$ cat src/rtl/chip8_pkg.sv
// Shared constants and width helper for the CHIP-8 timer bank.
package chip8_pkg;

  localparam int unsigned TIMER_DELAY    = 0;
  localparam int unsigned TIMER_SOUND    = 1;
  localparam int unsigned CLK_HZ_DEFAULT = 50_000_000;

  // Bits needed to index n items (never less than one bit).
  function automatic int unsigned sel_width(input int unsigned n);
    return (n <= 1) ? 1 : $clog2(n);
  endfunction

endpackage

$ cat src/rtl/chip8_timer_bank_if.sv
// CPU-side load/read port of the timer bank.
interface chip8_timer_bank_if
  import chip8_pkg::*;
#(
  parameter int unsigned CHANNELS = 2,
  parameter int unsigned WIDTH    = 8
);

  localparam int unsigned SW = sel_width(CHANNELS);

  logic             wr_en;
  logic [SW-1:0]    wr_sel;
  logic [WIDTH-1:0] wr_data;
  logic [SW-1:0]    rd_sel;
  logic [WIDTH-1:0] rd_data;

  modport master (output wr_en, output wr_sel, output wr_data, output rd_sel, input rd_data);
  modport slave  (input wr_en, input wr_sel, input wr_data, input rd_sel, output rd_data);

endinterface

$ cat src/rtl/chip8_prescaler.sv
// Free-running modulo-DIV counter; strobe marks the last count of each period.
module chip8_prescaler
  import chip8_pkg::*;
#(
  parameter int unsigned DIV = 2
) (
  input  logic clk,
  input  logic reset,
  input  logic clr,
  output logic strobe
);

  localparam int unsigned   CW   = sel_width(DIV);
  localparam logic [CW-1:0] LAST = CW'(DIV - 1);

  logic [CW-1:0] pcnt;

  assign strobe = (pcnt == LAST);

  // Count 0..DIV-1 and wrap; clr holds the counter at zero.
  always_ff @(posedge clk or negedge reset) begin
    if (!reset) begin
      pcnt <= '0;
    end else if (clr || strobe) begin
      pcnt <= '0;
    end else begin
      pcnt <= pcnt + CW'(1);
    end
  end

endmodule

$ cat src/rtl/chip8_timer_bank.sv
// Bank of CHIP-8 countdown timers with a shared prescaled tick.
// Optional square-wave tone on channel TONE_CH when CHIP8_TIMER_TONE_EN is defined;
// otherwise the tone port is tied low.
module chip8_timer_bank
  import chip8_pkg::*;
#(
  parameter int unsigned CLK_HZ   = CLK_HZ_DEFAULT,
  parameter int unsigned TICK_HZ  = 60,
  parameter int unsigned CHANNELS = 2,
  parameter int unsigned WIDTH    = 8,
  parameter int unsigned TONE_CH  = TIMER_SOUND,
  parameter int unsigned TONE_HZ  = 440
) (
  input  logic                clk,
  input  logic                reset,
  chip8_timer_bank_if.slave   bus,
  output logic                tick,
  output logic [CHANNELS-1:0] active,
  output logic [CHANNELS-1:0] expired,
  output logic                tone
);

  localparam int unsigned DIV = CLK_HZ / TICK_HZ;
  localparam int unsigned SW  = sel_width(CHANNELS);

  localparam bit CFG_OK = (DIV >= 2) && (CHANNELS >= 1) && (CHANNELS <= 8) &&
                          (TONE_CH < CHANNELS) && (TONE_HZ != 0) &&
                          (CLK_HZ >= 2 * TONE_HZ);

  // An illegal parameter set shows up as this named block in the hierarchy.
  if (!CFG_OK) begin : g_illegal_parameters
  end

  logic                 strobe;
  logic [WIDTH-1:0]     timer_q [CHANNELS];
  logic [CHANNELS-1:0]  wr_hit;
  logic [WIDTH-1:0]     rd_mux;
  logic [WIDTH-1:0]     rd_q;

  chip8_prescaler #(.DIV(DIV)) u_tick_pre (
    .clk    (clk),
    .reset  (reset),
    .clr    (1'b0),
    .strobe (strobe)
  );

  // Write decode, read mux and non-zero flags; out-of-range selects match nothing.
  always_comb begin
    wr_hit = '0;
    rd_mux = '0;
    active = '0;
    for (int i = 0; i < CHANNELS; i++) begin
      wr_hit[i] = bus.wr_en && (bus.wr_sel == SW'(i));
      if (bus.rd_sel == SW'(i)) rd_mux = timer_q[i];
      active[i] = (timer_q[i] != '0);
    end
  end

  // Timers: a load beats the same-edge decrement; zero saturates.
  always_ff @(posedge clk or negedge reset) begin
    if (!reset) begin
      for (int i = 0; i < CHANNELS; i++) timer_q[i] <= '0;
      expired <= '0;
      tick    <= 1'b0;
      rd_q    <= '0;
    end else begin
      tick <= strobe;
      rd_q <= rd_mux;
      for (int i = 0; i < CHANNELS; i++) begin
        expired[i] <= strobe && !wr_hit[i] && (timer_q[i] == WIDTH'(1));
        if (wr_hit[i]) begin
          timer_q[i] <= bus.wr_data;
        end else if (strobe && (timer_q[i] != '0)) begin
          timer_q[i] <= timer_q[i] - WIDTH'(1);
        end
      end
    end
  end

  assign bus.rd_data = rd_q;

`ifdef CHIP8_TIMER_TONE_EN
  localparam int unsigned TDIV = CLK_HZ / (2 * TONE_HZ);

  logic tone_strobe;

  chip8_prescaler #(.DIV(TDIV)) u_tone_pre (
    .clk    (clk),
    .reset  (reset),
    .clr    (!active[TONE_CH]),
    .strobe (tone_strobe)
  );

  // Square wave while the tone channel is non-zero, forced low otherwise.
  always_ff @(posedge clk or negedge reset) begin
    if (!reset) begin
      tone <= 1'b0;
    end else if (!active[TONE_CH]) begin
      tone <= 1'b0;
    end else if (tone_strobe) begin
      tone <= ~tone;
    end
  end
`else
  assign tone = 1'b0;
`endif

endmodule

$ cat src/flat_wrapper.sv
// flat-port wrapper written by rule: the top's interface ports become plain ports
module chip8_timer_bank_flat import chip8_pkg::*;
#(
  parameter int unsigned CLK_HZ   = CLK_HZ_DEFAULT,
  parameter int unsigned TICK_HZ  = 60,
  parameter int unsigned CHANNELS = 2,
  parameter int unsigned WIDTH    = 8,
  parameter int unsigned TONE_CH  = TIMER_SOUND,
  parameter int unsigned TONE_HZ  = 440
)
  (clk, reset, tick, active, expired, tone, bus_wr_en, bus_wr_sel, bus_wr_data, bus_rd_sel, bus_rd_data);
  chip8_timer_bank_if #(.CHANNELS(CHANNELS), .WIDTH(WIDTH)) bus_i ();
  input  logic clk;
  input  logic reset;
  output logic tick;
  output logic [CHANNELS-1:0] active;
  output logic [CHANNELS-1:0] expired;
  output logic tone;
  input wire logic [$bits(bus_i.wr_en)-1:0] bus_wr_en;
  input wire logic [$bits(bus_i.wr_sel)-1:0] bus_wr_sel;
  input wire logic [$bits(bus_i.wr_data)-1:0] bus_wr_data;
  input wire logic [$bits(bus_i.rd_sel)-1:0] bus_rd_sel;
  output wire logic [$bits(bus_i.rd_data)-1:0] bus_rd_data;
  assign bus_i.wr_en = bus_wr_en;
  assign bus_i.wr_sel = bus_wr_sel;
  assign bus_i.wr_data = bus_wr_data;
  assign bus_i.rd_sel = bus_rd_sel;
  assign bus_rd_data = bus_i.rd_data;
  chip8_timer_bank #(.CLK_HZ(CLK_HZ), .TICK_HZ(TICK_HZ), .CHANNELS(CHANNELS), .WIDTH(WIDTH), .TONE_CH(TONE_CH), .TONE_HZ(TONE_HZ)) u_core (.clk(clk), .reset(reset), .bus(bus_i), .tick(tick), .active(active), .expired(expired), .tone(tone));
endmodule
$ cat config.mk
export PLATFORM = sky130hd
export DESIGN_NAME = chip8_timer_bank_flat
export DESIGN_NICKNAME = d
export VERILOG_FILES = /design/src/rtl/chip8_pkg.sv /design/src/rtl/chip8_timer_bank_if.sv /design/src/rtl/chip8_prescaler.sv /design/src/rtl/chip8_timer_bank.sv /design/src/flat_wrapper.sv
export SDC_FILE = /design/constraint.sdc
export NUM_CORES = 1
export LEC_CHECK = 0
export ABC_CLOCK_PERIOD_IN_PS = 2700
export CORE_MARGIN = 2
export CORE_UTILIZATION = 48
export DETAILED_ROUTE_END_ITERATION = 8
export PLACE_DENSITY = 0.69
export SYNTH_ARGS = -nofsm -noshare
export SYNTH_HDL_FRONTEND = slang
export SYNTH_SLANG_ARGS = --single-unit
$ cat constraint.sdc
create_clock -name clk -period 2.7 [get_ports clk]
set_clock_uncertainty 0.05 [all_clocks]
set_input_delay 0.27 -clock clk [delete_from_list [all_inputs] [get_ports clk]]
set_output_delay 0.27 -clock clk [all_outputs]
set_load 0.03 [all_outputs]
# ---- After elaboration in Yosys (flattened, before gate mapping)
# Cells that the tools add are included.
dict set report classes {
  mux 6
  bitwise 1
  reduce_logical 14
  eq_ne 3
  addsub 3
}
# op n
set op_table {}
lappend op_table {{two-way mux 8 bit} 5}
lappend op_table {{adder 20 x 1 -> 20 bit (second input constant)} 1}
lappend op_table {{== test 20 bit (second input constant)} 1}
lappend op_table {{two-way mux 20 bit} 1}
lappend op_table {{== test 8 x 1 -> 1 bit (second input constant)} 2}
lappend op_table {{nonzero test 8 bit} 2}
lappend op_table {{subtractor 8 x 1 -> 8 bit (second input constant)} 2}
lappend op_table {{logical AND 1 bit} 8}
lappend op_table {{nonzero test 2 bit} 2}
lappend op_table {{logical NOT 1 bit} 2}
lappend op_table {{inverter 1 bit} 1}
dict set report totals {
  regBits 47
  wordCells 33
  in_bits 13
  out_inout_bits 14
}

# ---- Depth between registers and ports, before layout
# Gate-level depths: netlist of the first run.
dict set report depth {
  ltp_word 5
  mapped_depth 9
  ltp_nobuf 8
}

# ---- Modules after synthesis
# A second synthesis of the first run with hierarchy kept.
dict set report unflattened {
  hier_cells 263
  area_unflattened_um2 2556.2
}
# module instances seq_area_each_um2 cells_per_inst area_each_um2
set by_module_without_submodules {}
lappend by_module_without_submodules {chip8_timer_bank 1 675.6 152 1492.7}
lappend by_module_without_submodules {chip8_prescaler 1 500.5 111 1063.5}

# ---- Worst setup path before layout of the first run
# No wires, ideal clock.
dict set report synth_timing {
  path_type {register -> register}
  startpoint {register u_core.u_tick_pre.pcnt[0]}
  endpoint {register u_core.timer_q[6] (netlist bit)}
  setup_time_ns 0.082
  slack_ns 0.666
  synth_period_minus_slack_ns 2.034
  n_path_buf 0
  arrival_time_ns 1.902
  required_time_ns 2.568
  path_stages_with_launch 8
  path_cell_list {dfrtp_1 inv_1 ha_1 and4b_1 nand2_2 or3_4 or4_1 a31oi_1}
}
dict set report synth_via {
  elab_chain_cells 3
}
# element line
set synth_lines {}
lappend synth_lines {{start: declaration} chip8_prescaler.sv:16} ;# logic [CW-1:0] pcnt;
lappend synth_lines {{start signal: assignment} chip8_prescaler.sv:27} ;# pcnt <= pcnt + CW'(1);
lappend synth_lines {{== test 20 bit} chip8_prescaler.sv:18} ;# assign strobe = (pcnt == LAST);
lappend synth_lines {{logical AND 1 bit} chip8_timer_bank.sv:73} ;# end else if (strobe && (timer_q[i] != '0)) begin
lappend synth_lines {{nonzero test 2 bit (no source line)} --}
lappend synth_lines {{end signal: indexed assignment} chip8_timer_bank.sv:72} ;# timer_q[i] <= bus.wr_data;
lappend synth_lines {{end signal: indexed assignment} chip8_timer_bank.sv:74} ;# timer_q[i] <= timer_q[i] - WIDTH'(1);
lappend synth_lines {{end: declaration} chip8_timer_bank.sv:35} ;# logic [WIDTH-1:0] timer_q [CHANNELS];
# No other way between the ends.
# A chain may end at the register's enable or synchronous reset.

# ---- Worst setup path in the final report of the first run
dict set report layout_timing {
  startpoint {register u_core.timer_q[0] (netlist bit)}
  endpoint {output active[1]}
}
dict set report layout_via {
  elab_chain_cells 1
}
# element line
set layout_lines {}
lappend layout_lines {{nonzero test 8 bit} chip8_timer_bank.sv:55} ;# active[i] = (timer_q[i] != '0);
lappend layout_lines {{end: declaration} flat_wrapper.sv:16} ;# output logic [CHANNELS-1:0] active;
# No other way between the ends.

==> results.tsv, run 1 <==
stage	metric	value	unit
grt	vias in the first global route	1954	
logic_synthesis	synthesized area	2550	sq um
final_layout	most common cell after layout, fill and taps aside	dfrtp_1	
timing	max_slew headroom	0.611	
power_and_ir_drop	pwr dens	493	nW/um^2
final_layout	Reg area	1180	sq um
timing	crit share post-route	0.940	
critical_path	worst path cell trace	inv_1 > ha_1 > nor3b_1 > and2_1 > inv_1 > clkdlybuf4s50_1	
clock_tree	CTS tree	built	
critical_path	CP endpoint	active[1]	
grt	GRT Resource Usage Total	0.206	
timing	Worst-Margin Slew	0.579	ns
run	max-cap viol count	0	
logic_synthesis	sequential area share after synthesis	0.461	
clock_tree	clock buffer depth	2	
timing	Final TNS setup	0	ns
clock_tree	Skew-Pair Late Insertion Delay	0.30	ns
critical_path	WP data arrival	2.22	ns
routing	# DRC	0	
routing	Initial DRC Count	197	
final_layout	Fill cells	458	
critical_path	Worst path top cell family by delay	buffers and inverters	
timing	setup violators final	0	
grt	GRT met2 Usage	0.312	
routing	via/cell ratio	5.64	
routing	WL per Instance	15.6	um
grt	largest net degree at the start of global routing	25	
floorplanning	num rows	26	
critical_path	worst r2r dst	u_core.timer_q[6]	
logic_synthesis	syn_area_per_cell	9.70	sq um
floorplanning	Starting Density	0.499	
placement	placed cells	347	
final_layout	commonest non-fill, non-tap cells in the layout	47 x dfrtp_1, 24 x nand2_1, 24 x clkdlybuf4s50_1	
clock_tree	clock-pin transition on the worst setup and hold timing paths	0.08	ns
placement	IO buf count	25	
floorplanning	Vert. Die Dim	76.9	um
timing	fmax	394	MHz
clock_tree	CTS sink cnt	47	
final_layout	nets	306	
placement	GP Congestion	0.860	
critical_path	worst-path fanout max	8	
logic_synthesis	Cells after Synth	263	
critical_path	FF-to-FF Start	u_core.u_tick_pre.pcnt[0]	
floorplanning	core area	5110	sq um
critical_path	CP most frequent cell	inv_1	
power_and_ir_drop	Leak Pwr	0.00118	uW
critical_path	max incr delay on CP	0.61	ns
critical_path	slowest CP cell	clkdlybuf4s50_1	
status	outcome	completed	
logic_synthesis	Syn Nets	284	
placement	HPWL Detailed	4110	um
worst_hold_path	Hold Crit Class	in -> async	
grt	first-pass GRT wire length	9550	um
critical_path	worst path required time	2.38	ns
grt	initial antenna violation count	0	
final_layout	layout cells sized above 1	0.101	
critical_path	startpoint types	flip-flop	
critical_path	Worst R2R Setup Slack	0.46	ns
timing	Max Slew Vio Count	0	
routing	DRT Pass-1 Iters	5	
floorplanning	die area	5910	sq um
grt	met1 usage	0.303	
critical_path	Worst setup EP type	output port	
logic_synthesis	FF+latch count, synth	47	
timing	RSZ-0062 raised after global routing	no	
power_and_ir_drop	Max IR drop VDD	0.000369	V
critical_path	Stages on worst setup path	6	
routing	Antenna Violating Nets Remaining	0	
final_layout	Non-Filler Instances	356	
timing	final hold violation count	0	
clock_tree	CTS H-tree lvls	2	
final_layout	Antenna diodes	0	
critical_path	Worst Setup SP	u_core.timer_q[0]	
floorplanning	die width	76.9	um
final_layout	Layout area overhead	15.5	%
routing	routed wire length	5550	um
critical_path	Crit Path Class	reg -> out	
clock_tree	CTS buffer count	5	
logic_synthesis	synth unique cells	40	
grt	grt ovf	0	
final_layout	Multi-input gate area	1270	sq um
routing	vias post-DR	2007	
clock_tree	postcts setup bufs	0	
logic_synthesis	Ys Warns	0	
critical_path	worst reg2reg path depth	7	
grt	most used routing layer	met2	
critical_path	Crit path buffers/inverters	3	
clock_tree	root buffer cell	clkbuf_8	
grt	met3 usage	0.0376	
timing	Tmin final	2.54	ns
floorplanning	io pins	27	
## Yosys cell counts
cell type	instances	share of area
nor3_1	10	0.020
nand3_1	13	0.026
or3_4	1	0.0044
mux2_2	6	0.026
nand2_2	2	0.0049
nor4bb_1	1	0.0039
buf_4	2	0.0059
nand2b_1	2	0.0049
o211ai_1	3	0.0088
or4_1	1	0.0029
a31oi_1	3	0.0074
conb_1	1	0.0015
nand4_1	11	0.027
a22o_1	1	0.0034
buf_2	5	0.0098
nor4_1	10	0.025
xor2_1	8	0.027
or3_1	3	0.0074
xnor2_1	18	0.062
nor2b_1	3	0.0074
dfrtp_1	47	0.46
ha_1	8	0.039
and4bb_2	1	0.0049
clkbuf_1	7	0.010
a22oi_1	1	0.0029
inv_1	9	0.013
nor4b_4	2	0.019
and3_1	5	0.012
nand2_1	24	0.035
a211oi_1	1	0.0029
and4b_1	2	0.0079
o22ai_1	1	0.0025
nor2_1	21	0.031
o21ai_0	18	0.035
nor3b_1	1	0.0029
o41ai_1	1	0.0034
buf_6	2	0.0088
and2_1	5	0.012
o31ai_1	1	0.0029
nor4b_1	2	0.0069
## layer usage
layer | up-vias | part of all wire
met4 | 0 | 0.013
li1 | 965 | -
met3 | 7 | 0.047
met2 | 62 | 0.45
met1 | 973 | 0.49
met5 | - | 0
## sequential cells by signal, summed over array words and instances, names as in the netlist
| signal | count |
|---|---|
| u_core.bus.rd_data | 8 |
| u_core.tick | 1 |
| u_core.expired | 2 |
| u_core.u_tick_pre.pcnt | 20 |
| u_core.timer_q | 16 |
## power breakdown
part           total, uW  switching (uW)  internal [uW]
combinational        237             128            109
clock                416             238            178
sequential           799            48.4            751
## logic make-up after synthesis
logic type      share of synthesized area
other cells                       0.00147
compound gates                     0.0697
mux                                0.0265
simple gates                        0.264
xor+xnor                           0.0893
flops                               0.461
buf+inv                            0.0481
fa+ha+maj                          0.0393
## layout make-up
cell class,count,share of cell area
sequential,47,0.399
clock buffer,5,0.0234
timing repair buffer,31,0.0994
tap,70,0.0297
inverter,9,0.0115
clock inverter,3,0.00510
multi-input combinational,191,0.431
## stage by stage
| step | utilization | total power [uW] | area [sq um] | setup slack, ns | hold slack [ns] |
|---|---|---|---|---|---|
| 2_1_floorplan | - | 936 | 2550 | 0.666 | -0.0756 |
| 3_3_place_gp | 0.554 | 1040 | 2830 | 0.410 | 0.214 |
| 3_5_place_dp | 0.554 | 1040 | 2830 | 0.362 | 0.227 |
| 4_1_cts | 0.573 | 1450 | 2930 | 0.0174 | 0.437 |
| 5_1_grt | 0.576 | 1520 | 2940 | 0.00891 | 0.470 |
| 6_report | 0.576 | 1450 | 2940 | 0.161 | 0.435 |
## timing repair
| action | CTS | global route |
|---|---|---|
| endpoints found under the setup margin | 0 | 2 |
| hold endpoints to repair | 23 | 0 |
| gates resized for setup | 0 | 3 |
| hold buffers | 1 | 0 |
## how the worst min path moves through the flow
stage	from	endpoint	slack (ns)	cells past startpoint
4_1_cts	reset	u_core.bus.rd_data[2]	0.44	2
3_3_place_gp	reset	u_core.bus.rd_data[3]	0.21	1
3_5_place_dp	reset	u_core.bus.rd_data[2]	0.23	1
2_1_floorplan	reset	u_core.bus.rd_data[0]	-0.08	0
5_1_grt	reset	u_core.bus.rd_data[2]	0.47	2
6_report	reset	u_core.bus.rd_data[2]	0.43	2
No activity file was read; power rests on OpenSTA's default activity.
==> run 2: changes to the inputs <==
- RECOVER_POWER: unset -> 25
==> results.tsv, run 2 (synthesis gave the netlist of run 1 again) <==
stage	metric	value	unit
critical_path	Crit path buffers/inverters	3	
floorplanning	num rows	26	
floorplanning	die area	5910	sq um
final_layout	Reg area	1180	sq um
critical_path	Worst path top cell family by delay	buffers and inverters	
routing	Initial DRC Count	198	
clock_tree	CTS H-tree lvls	2	
placement	Placed Area	2830	sq um
routing	Met3 Wirelength	254	um
timing	setup violators final	0	
timing	Max Slew Vio Count	0	
worst_hold_path	hold path depth	2	
routing	routed wire length	5540	um
critical_path	worst reg2reg path depth	5	
grt	largest net degree at the start of global routing	25	
final_layout	most common cell after layout, fill and taps aside	dfrtp_1	
routing	DR top layer	met4	
timing	Worst-Margin Slew	1.24	ns
clock_tree	CTS buffer count	5	
final_layout	layout cells sized above 1	0.0979	
clock_tree	root buffer cell	clkbuf_8	
floorplanning	Starting Density	0.499	
placement	IO buf count	25	
placement	GP Congestion	0.860	
timing	Min Hold Slack	0.464	ns
routing	# DRC	0	
final_layout	Antenna diodes	0	
clock_tree	clock-pin transition on the worst setup and hold timing paths	0.08	ns
power_and_ir_drop	Max IR drop VDD	0.000368	V
grt	GRT Resource Usage Total	0.206	
timing	final hold violation count	0	
routing	met2 wire len	2510	um
run	max-cap viol count	0	
final_layout	nets	306	
critical_path	max incr delay on CP	0.61	ns
critical_path	WP data arrival	2.22	ns
timing	crit share post-route	0.940	
critical_path	Worst setup EP type	output port	
critical_path	worst r2r dst	u_core.timer_q[6]	
critical_path	worst-path fanout max	8	
final_layout	Top reg by flops	u_core.u_tick_pre.pcnt	
floorplanning	core area	5110	sq um
clock_tree	CTS tree	built	
clock_tree	CTS sink cnt	47	
routing	Antenna Violating Nets Remaining	0	
critical_path	CP most frequent cell	inv_1	
final_layout	cell area after layout	2940	sq um
grt	vias in the first global route	1954	
critical_path	Worst R2R Setup Slack	0.39	ns
worst_hold_path	Worst Hold End	u_core.bus.rd_data[1]	
routing	M1 wire length	2700	um
status	outcome	completed	
floorplanning	io pins	27	
placement	HPWL Detailed	4110	um
timing	fmax	394	MHz
grt	initial antenna violation count	0	
routing	WL per Instance	15.6	um
placement	placed cells	347	
final_layout	number of flip-flops in the largest register	20	
routing	vias post-DR	1999	
worst_hold_path	Hold Crit Class	reg -> reg	
final_layout	Non-Filler Instances	356	
floorplanning	die width	76.9	um
clock_tree	Skew-Pair Late Insertion Delay	0.30	ns
critical_path	slowest CP cell	clkdlybuf4s50_1	
final_layout	Layout area overhead	15.4	%
power_and_ir_drop	Leak Pwr	0.00118	uW
timing	Tmin final	2.54	ns
grt	first-pass GRT wire length	9550	um
critical_path	Crit Path Class	reg -> out	
timing	RSZ-0062 raised after global routing	no	
worst_hold_path	Hold Startpoint	u_core.timer_q[1]	
clock_tree	clock buffer depth	2	
final_layout	commonest non-fill, non-tap cells in the layout	47 x dfrtp_1, 24 x nand2_1, 23 x clkdlybuf4s50_1	
critical_path	FF-to-FF Start	u_core.u_tick_pre.pcnt[4]	
routing	DRT Pass-1 Iters	5	
timing	Final TNS setup	0	ns
final_layout	Fill cells	458	
final_layout	Multi-input gate area	1270	sq um
timing	max_slew headroom	0.170	
final_layout	Util after Layout	0.576	
critical_path	worst path required time	2.38	ns
power_and_ir_drop	pwr dens	493	nW/um^2
grt	grt ovf	0	
floorplanning	Vert. Die Dim	76.9	um
critical_path	startpoint types	flip-flop	
routing	via/cell ratio	5.62	
critical_path	worst path cell trace	inv_1 > ha_1 > nor3b_1 > and2_1 > inv_1 > clkdlybuf4s50_1	
## run 2: cell count changes in the layout (fill, tap and decap cells not counted)
cell	previous run	this run
and2_0	0	1
and2_1	5	4
buf_2	1	0
clkbuf_1	0	1
clkdlybuf4s50_1	24	23
dlygate4sd3_1	1	2
## run 2: how the worst max path moves through the flow
stage	to	cells after the start	from
after floorplan	u_core.timer_q[6]	7	u_core.u_tick_pre.pcnt[0]
after global placement	active[0]	4	u_core.timer_q[13]
after detailed placement	active[0]	4	u_core.timer_q[12]
after CTS	active[0]	4	u_core.timer_q[12]
after global routing	active[0]	4	u_core.timer_q[12]
final	active[1]	6	u_core.timer_q[0]
## run 2: per-layer routing
metal	vias up	global-route usage
li1	963	-
met1	970	0.303
met2	59	0.312
met3	7	0.0376
met4	0	0.0600
met5	-	0
## run 2: area by class of cell
type,instances,area share
tap,70,0.0298
multi-input combinational,191,0.432
timing repair buffer,31,0.0991
clock inverter,3,0.00510
inverter,9,0.0115
clock buffer,5,0.0234
sequential,47,0.400
## run 2: where the power goes
part | leakage [uW] | switching (uW) | internal (uW)
Clock | 0.0000477 | 237 | 178
Combinational | 0.000539 | 128 | 109
Sequential | 0.000595 | 48.4 | 751
## run 2: per-stage QoR
stage	total power (uW)	setup slack, ns
global placement	1040	0.410
finish	1450	0.162
floorplan	936	0.666
global route	1520	0.00891
detailed placement	1040	0.362
CTS	1450	0.0174
## run 2: worst register-to-register path, delay by kind of cell (launching register included)
family	cells	cell delay (ns)
AO/OA/AOI/OAI	1	0.17
flip-flops	1	0.45
AND/OR/NAND/NOR	4	1.57
## run 2: repair_timing
item	in CTS	in global routing
endpoints found under the hold margin	23	0
endpoints found under the setup margin	0	2
resized for setup	0	3
setup buffers	0	0
hold buffers	1	0
